==> src/rtl/mmio_uart_tx.sv <==
// Memory-mapped 8N1 UART transmitter: stores feed a small TX FIFO, loads poll status/control,
// and a baud-rate serializer drains the FIFO onto tx_o LSB first.
module mmio_uart_tx #(
   parameter int unsigned        BITNESS      = 32,
   parameter logic [BITNESS-1:0] BASE_ADDR    = 'h0001_0000,
   parameter int unsigned        CLKS_PER_BIT = 16,
   parameter int unsigned        FIFO_AW      = 3
) (
   input  logic               clk_i,
   input  logic               rst_ni,
   input  logic [BITNESS-1:0] address_i,
   input  logic [BITNESS-1:0] write_data_i,
   input  logic               write_enable_i,
   input  logic               read_en_i,
   output logic [BITNESS-1:0] read_data_o,
   output logic               hit_o,
   output logic               tx_o,
   output logic               busy_o,
   output logic               irq_o
);

   localparam int unsigned       Depth     = 2 ** FIFO_AW;
   localparam int unsigned       BaudW     = $clog2(CLKS_PER_BIT);
   localparam logic [BaudW-1:0]  BaudMax   = BaudW'(CLKS_PER_BIT - 1);
   localparam logic [FIFO_AW:0]  CountFull = (FIFO_AW + 1)'(Depth);

   typedef enum logic [1:0] {StIdle, StStart, StData, StStop} state_e;

   logic [7:0]         r_fifo [Depth];
   logic [FIFO_AW-1:0] r_wptr;
   logic [FIFO_AW-1:0] r_rptr;
   logic [FIFO_AW:0]   r_count;
   logic               r_overflow;
   logic               r_en;
   logic               r_irq_en;
   state_e             r_state;
   logic [BaudW-1:0]   r_baud;
   logic [2:0]         r_bit_idx;
   logic [7:0]         r_shift;
   logic               r_tx;

   logic               w_hit;
   logic [1:0]         w_offset;
   logic               w_wr_txdata;
   logic               w_wr_status;
   logic               w_wr_ctrl;
   logic               w_full;
   logic               w_empty;
   logic               w_busy;
   logic               w_push;
   logic               w_pop;
   logic               w_baud_done;
   logic [BITNESS-1:0] w_read_data;
   logic               w_unused;

   assign w_hit       = (address_i[BITNESS-1:4] == BASE_ADDR[BITNESS-1:4]);
   assign w_offset    = address_i[3:2];
   assign w_wr_txdata = w_hit & write_enable_i & (w_offset == 2'd0);
   assign w_wr_status = w_hit & write_enable_i & (w_offset == 2'd1);
   assign w_wr_ctrl   = w_hit & write_enable_i & (w_offset == 2'd2);

   assign w_full      = (r_count == CountFull);
   assign w_empty     = (r_count == '0);
   assign w_busy      = (r_state != StIdle);
   assign w_baud_done = (r_baud == BaudMax);

   // Full is judged on the pre-edge count, so a same-edge pop never rescues a push while full.
   assign w_push = w_wr_txdata & ~w_full;
   assign w_pop  = r_en & ~w_empty &
                   ((r_state == StIdle) | ((r_state == StStop) & w_baud_done));

   assign w_unused = ^{write_data_i[BITNESS-1:8], address_i[1:0]};

   always_ff @(posedge clk_i or negedge rst_ni) begin
      if (!rst_ni) begin
         r_wptr     <= '0;
         r_rptr     <= '0;
         r_count    <= '0;
         r_overflow <= 1'b0;
         r_en       <= 1'b0;
         r_irq_en   <= 1'b0;
      end else begin
         if (w_push) r_wptr <= r_wptr + 1'b1;
         if (w_pop)  r_rptr <= r_rptr + 1'b1;
         if (w_push && !w_pop) begin
            r_count <= r_count + 1'b1;
         end else if (w_pop && !w_push) begin
            r_count <= r_count - 1'b1;
         end
         if (w_wr_txdata && w_full) begin
            r_overflow <= 1'b1;
         end else if (w_wr_status && write_data_i[3]) begin
            r_overflow <= 1'b0;
         end
         if (w_wr_ctrl) begin
            r_en     <= write_data_i[0];
            r_irq_en <= write_data_i[1];
         end
      end
   end

   // Storage needs no reset: pointers and count define which entries are valid.
   always_ff @(posedge clk_i) begin
      if (w_push) r_fifo[r_wptr] <= write_data_i[7:0];
   end

   always_ff @(posedge clk_i or negedge rst_ni) begin
      if (!rst_ni) begin
         r_state   <= StIdle;
         r_baud    <= '0;
         r_bit_idx <= '0;
         r_shift   <= '0;
         r_tx      <= 1'b1;
      end else begin
         case (r_state)
            StIdle: begin
               r_baud <= '0;
               if (w_pop) begin
                  r_state <= StStart;
                  r_shift <= r_fifo[r_rptr];
                  r_tx    <= 1'b0;
               end
            end
            StStart: begin
               if (w_baud_done) begin
                  r_baud    <= '0;
                  r_state   <= StData;
                  r_bit_idx <= '0;
                  r_tx      <= r_shift[0];
                  r_shift   <= {1'b0, r_shift[7:1]};
               end else begin
                  r_baud <= r_baud + 1'b1;
               end
            end
            StData: begin
               if (w_baud_done) begin
                  r_baud <= '0;
                  if (r_bit_idx == 3'd7) begin
                     r_state <= StStop;
                     r_tx    <= 1'b1;
                  end else begin
                     r_bit_idx <= r_bit_idx + 1'b1;
                     r_tx      <= r_shift[0];
                     r_shift   <= {1'b0, r_shift[7:1]};
                  end
               end else begin
                  r_baud <= r_baud + 1'b1;
               end
            end
            StStop: begin
               if (w_baud_done) begin
                  r_baud <= '0;
                  // Chain straight into the next start bit when more data is waiting.
                  if (w_pop) begin
                     r_state <= StStart;
                     r_shift <= r_fifo[r_rptr];
                     r_tx    <= 1'b0;
                  end else begin
                     r_state <= StIdle;
                     r_tx    <= 1'b1;
                  end
               end else begin
                  r_baud <= r_baud + 1'b1;
               end
            end
            default: begin
               r_state <= StIdle;
               r_tx    <= 1'b1;
            end
         endcase
      end
   end

   always_comb begin
      w_read_data = '0;
      if (w_hit && read_en_i) begin
         case (w_offset)
            2'd1: begin
               w_read_data[0]             = w_full;
               w_read_data[1]             = w_empty;
               w_read_data[2]             = w_busy;
               w_read_data[3]             = r_overflow;
               w_read_data[8 +: FIFO_AW+1] = r_count;
            end
            2'd2: begin
               w_read_data[0] = r_en;
               w_read_data[1] = r_irq_en;
            end
            default: w_read_data = '0;
         endcase
      end
   end

   assign read_data_o = w_read_data;
   assign hit_o       = w_hit;
   assign tx_o        = r_tx;
   assign busy_o      = w_busy;
   assign irq_o       = r_irq_en & w_empty & ~w_busy;

endmodule
==> config.mk <==
export PLATFORM = sky130hd
export DESIGN_NAME = mmio_uart_tx
export DESIGN_NICKNAME = d
export VERILOG_FILES = /design/src/rtl/mmio_uart_tx.sv
export SDC_FILE = /design/constraint.sdc
export NUM_CORES = 1
export LEC_CHECK = 0
export ABC_AREA = 1
export CORE_MARGIN = 1
export CORE_UTILIZATION = 38
export DETAILED_ROUTE_END_ITERATION = 10
export PLACE_DENSITY = 0.66
export SLEW_MARGIN = 40
export SYNTH_ARGS = -nofsm -noshare
export SYNTH_HDL_FRONTEND = slang
export SYNTH_SLANG_ARGS = --single-unit
==> constraint.sdc <==
create_clock -name clk_i -period 5.4 [get_ports clk_i]
set_input_delay 0.81 -clock clk_i [delete_from_list [all_inputs] [get_ports clk_i]]
set_output_delay 0.81 -clock clk_i [all_outputs]
set_load 0.03 [all_outputs]
======== After elaboration in Yosys (flattened, before gate mapping) ========
Memory sizes are Yosys's and may differ from the RTL's.
Cells that the tools add are included.
storage, ports and cells
  memories ................................ 1
  logic and storage cells ................. 102
  input port bits ......................... 68
  RAM bits ................................ 64
  bits in registers ....................... 31
  output and inout bits ................... 36
memory list
  memory  depth  bits a word  rd ports  clocked after memory_dff  wr ports  line  text
  r_fifo  8      8            1         0                         1         29    logic [7:0] r_fifo [Depth];
operators by class
  $add $sub $neg .......................... 6
  mux-type cells .......................... 36
  equality and inequality tests ........... 15
  reductions and logical operators ........ 19
  bitwise operators ....................... 14
operator list
  kind                                                    number
  two-way mux 8 bit                                       5
  case mux 8 bit (4 select lines)                         1
  equality test 28 x 13 -> 1 bit (second input constant)  1
  two-way mux 4 bit                                       4
  two-way mux 12 bit                                      1
  two-way mux 2 bit                                       6
  inequality test 2 bit (second input constant)           6
  AND reduction 4 bit                                     3
  two-way mux 1 bit                                       11
  bitwise AND 1 bit                                       10
  adder 3 x 1 -> 3 bit (second input constant)            3
  two-way mux 3 bit                                       3
  adder 4 x 1 -> 4 bit (second input constant)            2
  equality test 4 bit (second input constant)             2
  case mux 2 bit (4 select lines)                         1
  case mux 4 bit (2 select lines)                         1
  nonzero test 2 bit                                      4
  equality test 2 bit (second input constant)             3
  case mux 3 bit (2 select lines)                         1
  logical AND 1 bit                                       5
  AND reduction 5 bit                                     1
  equality test 2 x 1 -> 1 bit (second input constant)    2
  zero test 2 bit                                         2
  zero test 4 bit                                         1
  8 further kinds                                         11

======== Logic depth before layout (Yosys ltp) ========
Gate-level depths: netlist (run 1).
  depth after elaboration ................. 8
  gate-level depth with buffers ........... 17
  mapped depth without buffers ............ 16

======== Least setup slack after synthesis (run 1) ========
No wires, ideal clock.
  path kind ............................... input to register
  start point ............................. input port address_i[27]
  end point ............................... register r_count[3]
  buffers on the path ..................... 1
  stages .................................. 16
  arrival time ............................ 2779 ps
  required time ........................... 5269 ps
  setup slack ............................. 2490 ps
  library setup time ...................... 131 ps
  cell sequence ........................... nor2_1 nand2_1 nor2_1 nand2_1 nor2_4 nand4_2 buf_6 inv_1 ha_1 inv_1 ha_1 a21oi_1 nand2_1 a21oi_1 o21ai_0 xor2_1
on the way
  longest elaborated chain between the ends .. 7
  elaborated cells on any way between the ends .. 9
  classes of those cells .................. eq/ne (1); mux (1); bitwise (3); reduce/logical (4)
RTL lines
  what                                 line  text
  start, declared                      11    input logic [BITNESS-1:0] address_i,
  equality test 28 x 13 -> 1 bit (*)   56    assign w_hit = (address_i[BITNESS-1:4] == BASE_ADDR[BITNESS-1:4]);
  named net hit_o                      16    output logic hit_o,
  bitwise AND 1 bit (*) (2 in series)  58    assign w_wr_txdata = w_hit & write_enable_i & (w_offset == 2'd0);
  bitwise AND 1 bit (*)                68    assign w_push = w_wr_txdata & ~w_full;
  named net w_push                     50    logic w_push;
  zero test 1 bit                      87    end else if (w_pop && !w_push) begin
  logical AND 1 bit                    87
  nonzero test 2 bit (no source line)  --
  end signal, assigned                 86    r_count <= r_count + 1'b1;
  end signal, assigned                 88    r_count <= r_count - 1'b1;
  end, declared                        32    logic [FIFO_AW:0] r_count;
The timed path passes the listed nets; every way through them passes the cells marked *.
A chain may end at the register's enable or synchronous reset.

======== Worst setup path after layout (run 1) ========
  start point ............................. input port address_i[16]
  end point ............................... output port read_data_o[11]
on the way
  longest elaborated chain between the ends .. 3
RTL lines
  what                            line  text
  equality test 28 x 13 -> 1 bit  56
  logical AND 1 bit               176   if (w_hit && read_en_i) begin
  two-way mux 12 bit              176
  end, declared                   15    output logic [BITNESS-1:0] read_data_o,
Every way passes these cells.

==> metrics.md, run 1 <==
| Metric | Value |
|---|---|
| Status | `finished, final reports clean` |
| Core ar. | `12100 sq um` |
| Slowest stage cell, crit path | `clkdlybuf4s50_1` |
| Post-CTS Setup Inserts | `0` |
| Cts repair resizes | `0` |
| VDD IR max | `0.000126 V` |
| Grt met1 use | `19.1%` |
| Netlist cell types | `34` |
| Setup TNS | `0 ns` |
| Global-route wire length before repair | `15600 um` |
| Overall power | `0.00152 W` |
| Reg2reg path depth | `12` |
| Mean area per synthesized cell | `9.51 sq um` |
| Crit Reg-Reg Endpoint | `r_count[3]` |
| Clock Latency Late Sink | `0.34 ns` |
| Via count | `3442` |
| Max cap viols | `0` |
| Worst Path Required | `4.59 ns` |
| Final core occ | `47.1%` |
| Cell Rows | `40` |
| Clock root buffer | `clkbuf_16` |
| Reg area | `2700 sq um` |
| Placed cells | `715` |
| CP Buf/Inv Count | `2` |
| FF+latch count, synth | `95` |
| Die Ht | `114 um` |
| Multi-input gate area | `1740 sq um` |
| TritonCTS buffer count | `9` |
| Final Cell Area | `5700 sq um` |
| Unrepaired setup endpoints after global routing | `no` |
| GRT Max-Usage Layer | `met2` |
| Slew HR | `48.2%` |
| Crit path cell chain | `clkdlybuf4s50_1, nand2_1, nor2_1, nand2_1, nor2_1, nand2_1, nor2_1, nand2_1, nor2_1, clkdlybuf4s50_1` |
| CTS hold repair buffers | `0` |
| Share of post-route cells with drive strength above 1 | `8.70%` |
| Hold EP | `tx_o` |
| Worst-path clk slew | `0.07 ns` |
| Family with the most delay on the worst path | `buffers and inverters` |
| Vias per inst | `4.71` |
| Largest net degree at the start of global routing | `35` |
| Die ar. | `13000 sq um` |
| Clk buf depth | `2` |
| Synth-to-layout area growth | `19.9%` |
| H-tree Lvls | `3` |
| Gate Count Post-Synth | `500` |
| Initial antenna violation count | `0` |
| R2r setup slk | `2.72 ns` |
| Power Density | `267 nW/um^2` |
| DP HPWL | `6420 um` |
| Final ANT Viol Nets | `0` |
| Grt ovf | `0` |
| Total Routing Usage GR | `15.9%` |
| Commonest non-fill, non-tap cell in the layout | `nand2_1` |
| Initial drt markers | `243` |
| Final Hold Viols | `0` |
| Total routed wirelength | `9440 um` |
| Worst hold-check path type | `reg -> reg` |
| Worst-path fanout max | `6` |
| Wire per inst | `12.9 um` |
| YS warnings | `0` |
| Most frequent cells in the layout | `nand2_1, edfxtp_1, nor2_1` |
| Final non-filler cell total | `731` |
| Met2 usage | `27.3%` |
| Setup-failing EPs final | `0` |
| Crit path launch type | `input port` |
| Vias in the first global route | `3353` |
| RD Place Congestion | `0.777` |
| Worst hold start | `tx_o` |
| Ports | `104` |
| GRT met3 Usage | `3.67%` |
| Register area share after synthesis | `56.8%` |
| Crit Path Class | `in -> out` |
| CTS tree | `built` |
| Clk sinks | `95` |
| Hold path cells | `2` |
| Final min period | `3.60 ns` |
| Ant diodes | `0` |
| Achievable Freq | `0.278 GHz` |
| Skew final | `0.00712 ns` |
| Final nets | `642` |
| RR Startpoint | `r_count[1]` |
| Crit end category | `primary output` |
| Filler Cells Inserted | `1129` |
| IO Port Bufs | `53` |
| Number of remaining DRC errors | `0` |
| Final worst path period share | `66.7%` |
| Cell Area, Placed | `5410 sq um` |
| Worst slew pin tran | `0.778 ns` |
| Arrival @ worst endpoint | `2.79 ns` |
| Post-Syn Area | `4750 sq um` |
| Detailed Routing Iterations Pass 1 | `5` |
| Initial core utilization | `39.3%` |
| Leakage power | `2.41 nW` |
| Chip width | `114 um` |
| Max Slew Vio Count | `0` |
| Worst path max stage delay | `0.68 ns` |
## synth_stat cells, drive strengths merged
master  instances  area (sq um)
a21oi          13          65.1
a32o            2          20.0
buf            37           257
clkinv          1          3.75
conb            1          3.75
dfrtp          30           751
dfstp           1          26.3
edfxtp         64          1920
fa              1          20.0
ha             15           188
inv            46           173
nand2         118           460
nand3          41           210
nand4           6          43.8
nor2           66           279
nor3            9          45.0
o211ai          2          15.0
o21ai          35           183
or2             6          37.5
xnor2           2          17.5
xor2            4          35.0
## stage by stage
step           hold slack [ns]  setup WS [ns]
2_1_floorplan            0.430           2.49
3_3_place_gp             0.442           1.80
3_5_place_dp             0.454           1.80
4_1_cts                  0.472           1.79
5_1_grt                  0.500           1.50
6_report                 0.472           1.80
## final cells by class
class                      instances  area share (%)
multi-input combinational        344            30.5
inverter                          47            3.09
tap                              168            3.69
sequential                        95            47.3
clock inverter                     7            1.12
timing repair buffer              61            10.4
clock buffer                       9            3.95
## power breakdown
group	leakage [nW]	internal [W]	switching (W)
clock network	0.140	0.000321	0.000288
registers	0.984	0.000800	0.0000113
logic	1.29	0.0000425	0.0000577
## layer usage
layer | wire [um] | part of all wire [%]
met5 | 0 | 0
met1 | 4040 | 43
met4 | 150 | 1.6
met2 | 4800 | 51
met3 | 443 | 4.7
## state kept, by name, indices dropped and copies added, names as in the netlist
register and flops:
r_count 4, r_fifo 64, tx_o 1, r_overflow 1, r_shift 8, r_bit_idx 3
r_rptr 3, r_en 1, r_irq_en 1, r_state 2, r_wptr 3, r_baud 4
## logic make-up after synthesis
| group | count (synthesis) | synth area share (%) |
|---|---|---|
| flops | 95 | 56.8 |
| other cells | 1 | 0.0789 |
| compound gates | 52 | 5.95 |
| xor+xnor | 6 | 1.11 |
| fa+ha+maj | 16 | 4.37 |
| buf+inv | 84 | 9.11 |
| simple gates | 246 | 22.6 |
## worst register-to-register path, stage by stage, from the launching register on
cell	delay (ns)
dfrtp_1	0.45
nor2_2	0.17
nand3_1	0.21
nand4_2	0.33
inv_1	0.10
ha_1	0.21
inv_1	0.13
ha_1	0.29
a21oi_1	0.15
nand2_1	0.08
a21oi_1	0.15
o21ai_0	0.12
xor2_1	0.16
## worst max path at each step
stage	slack, ns	endpoint	depth (start not counted)	from
after floorplan	2.49	r_count[3]	16	address_i[27]
after global placement	1.80	read_data_o[11]	10	address_i[16]
after detailed placement	1.80	read_data_o[10]	10	address_i[16]
final	1.80	read_data_o[11]	10	address_i[16]
after global routing	1.50	read_data_o[10]	11	address_i[13]
after CTS	1.79	read_data_o[11]	10	address_i[16]
(Power assumes the default switching activity.)
==> inputs of run 2 (changes only) <==
clock period = 3.8 ns   (was 5.4 ns; I/O delays follow)
==> metrics.md, run 2 (synthesis gave the netlist of run 1 again) <==
| Metric | Value |
|---|---|
| Status | `finished, final reports clean` |
| Max FFs per register | `64` |
| Crit end category | `primary output` |
| Synth-to-layout area growth | `20.1%` |
| Top flop regs | `r_fifo: 64 flops, r_shift: 8 flops` |
| Unrepaired setup endpoints after global routing | `no` |
| Die Ht | `114 um` |
| Pint | `0.00171 W` |
| Reg2reg path depth | `13` |
| Total Routing Usage GR | `15.4%` |
| H-tree Lvls | `3` |
| Hold path cells | `1` |
| WHS | `0.460 ns` |
| Clk buf depth | `2` |
| Post-CTS Setup Inserts | `0` |
| Final min period | `3.10 ns` |
| RR Startpoint | `r_state[0]` |
| IO Port Bufs | `53` |
| Global-route wire length before repair | `15300 um` |
| Clk sinks | `95` |
| Core ar. | `12100 sq um` |
| Worst Path Required | `3.23 ns` |
| Final worst path period share | `81.7%` |
| Slowest stage cell, crit path | `clkdlybuf4s50_1` |
| Crit path cell chain | `clkdlybuf4s50_1, nand2_1, nor2_1, nand2_1, nor2_1, nand2_1, nor2_1, nand2_1, nor2_1, clkdlybuf4s50_1` |
| Hold EP | `r_baud[0]` |
| Biggest register | `r_fifo` |
| Grt ovf | `0` |
| Setup-failing EPs final | `0` |
| Detailed Routing Iterations Pass 1 | `5` |
| CP Buf/Inv Count | `2` |
| Sw Ratio | `21.4%` |
| Sw power | `0.000466 W` |
| Largest net degree at the start of global routing | `35` |
| VDD IR max | `0.000215 V` |
| Overall power | `0.00217 W` |
| Final ANT Viol Nets | `0` |
| Share of post-route cells with drive strength above 1 | `8.48%` |
| Family with the most delay on the worst path | `buffers and inverters` |
| RD Place Congestion | `0.770` |
| Chip width | `114 um` |
| Clock Latency Late Sink | `0.34 ns` |
| Crit Path Class | `in -> out` |
| Ant diodes | `0` |
| Power Density | `381 nW/um^2` |
| Critical Path Stages | `10` |
| Worst hold-check path type | `reg -> reg` |
| Final Hold Viols | `0` |
| Max cap viols | `0` |
| Clock share of power | `40.4%` |
| Cell Rows | `40` |
| Commonest non-fill, non-tap cell in the layout | `nand2_1` |
| Seq pwr share | `53.0%` |
| CTS tree | `built` |
| Number of remaining DRC errors | `0` |
| Reg area | `2700 sq um` |
| Crit path launch type | `input port` |
| Worst-path fanout max | `6` |
| TritonCTS buffer count | `9` |
| Worst-path clk slew | `0.06 ns` |
| Achievable Freq | `0.322 GHz` |
| Cts repair resizes | `0` |
| Skew final | `0.00719 ns` |
| Via count | `3430` |
| CTS hold repair buffers | `0` |
| Filler Cells Inserted | `1140` |
| Max Slew Vio Count | `0` |
| Initial antenna violation count | `0` |
| Worst path max stage delay | `0.68 ns` |
| Most frequent cells in the layout | `nand2_1, edfxtp_1, nor2_1` |
| Multi-input gate area | `1710 sq um` |
| Wire per inst | `12.6 um` |
| Vias per inst | `4.67` |
| R2r setup slk | `1.24 ns` |
| Comb pwr share | `6.6%` |
| Leakage power | `2.42 nW` |
| Initial core utilization | `39.3%` |
| Clock root buffer | `clkbuf_16` |
| Worst hold start | `r_baud[0]` |
| Final nets | `646` |
| Vias in the first global route | `3348` |
| Die ar. | `13000 sq um` |
| Total routed wirelength | `9280 um` |
| Worst slew pin tran | `0.751 ns` |
| Slew HR | `49.9%` |
| Arrival @ worst endpoint | `2.53 ns` |
| DP HPWL | `6480 um` |
| Setup TNS | `0 ns` |
| Ports | `104` |
| Crit Reg-Reg Endpoint | `r_count[3]` |
| Initial drt markers | `218` |
-- run 2: changes by cell type in the layout (fill, tap and decap cells not counted), sizes merged --
cell,previous run,this run
bufinv,0,1
clkinv,4,5
buf,8,12
inv,49,47
clkinvlp,1,0
-- run 2: how the worst max path moves through the flow --
stage,startpoint,endpoint,slack (ns)
5_1_grt,address_i[13],read_data_o[11],0.45
4_1_cts,address_i[16],read_data_o[10],0.67
3_3_place_gp,address_i[16],r_count[3],0.62
3_5_place_dp,address_i[16],r_count[3],0.56
2_1_floorplan,address_i[27],r_count[3],1.13
6_report,address_i[16],read_data_o[11],0.70
-- run 2: final cells by class --
| type | instances | share of cell area (%) |
|---|---|---|
| Multi-Input combinational cell | 344 | 29.9 |
| Clock buffer | 9 | 3.94 |
| Tap cell | 168 | 3.68 |
| Timing Repair Buffer | 65 | 10.9 |
| Sequential cell | 95 | 47.3 |
| Clock inverter | 6 | 1.25 |
| Inverter | 47 | 3.09 |
-- run 2: power groups by stage --
stage,Sequential (W),Combinational (W),Clock [W]
after floorplan,0.00117,0.0000947,0
after global placement,0.00117,0.000141,0
after detailed placement,0.00117,0.000145,0
after CTS,0.00115,0.000145,0.000897
after global routing,0.00116,0.000160,0.000942
final,0.00115,0.000143,0.000879
-- run 2: layer usage --
metal	wire, um	share of wire [%]	up-vias	global-route usage (%)
li1	-	-	1722	-
met2	4490	48	107	26.5
met3	484	5.2	21	3.56
met4	263	2.8	0	7.19
met5	0	0	-	0
met1	4050	44	1580	18.3
-- run 2: metrics by stage --
step                      utilization (%)  cell area [sq um]  worst slack [ns]  cells
after floorplan                         -               4840              1.13    523
after global placement               44.7               5420             0.623    719
after detailed placement             44.7               5420             0.556    719
after CTS                            47.2               5710             0.672    734
after global routing                 47.2               5710             0.454    734
final                                47.2               5710             0.696    734
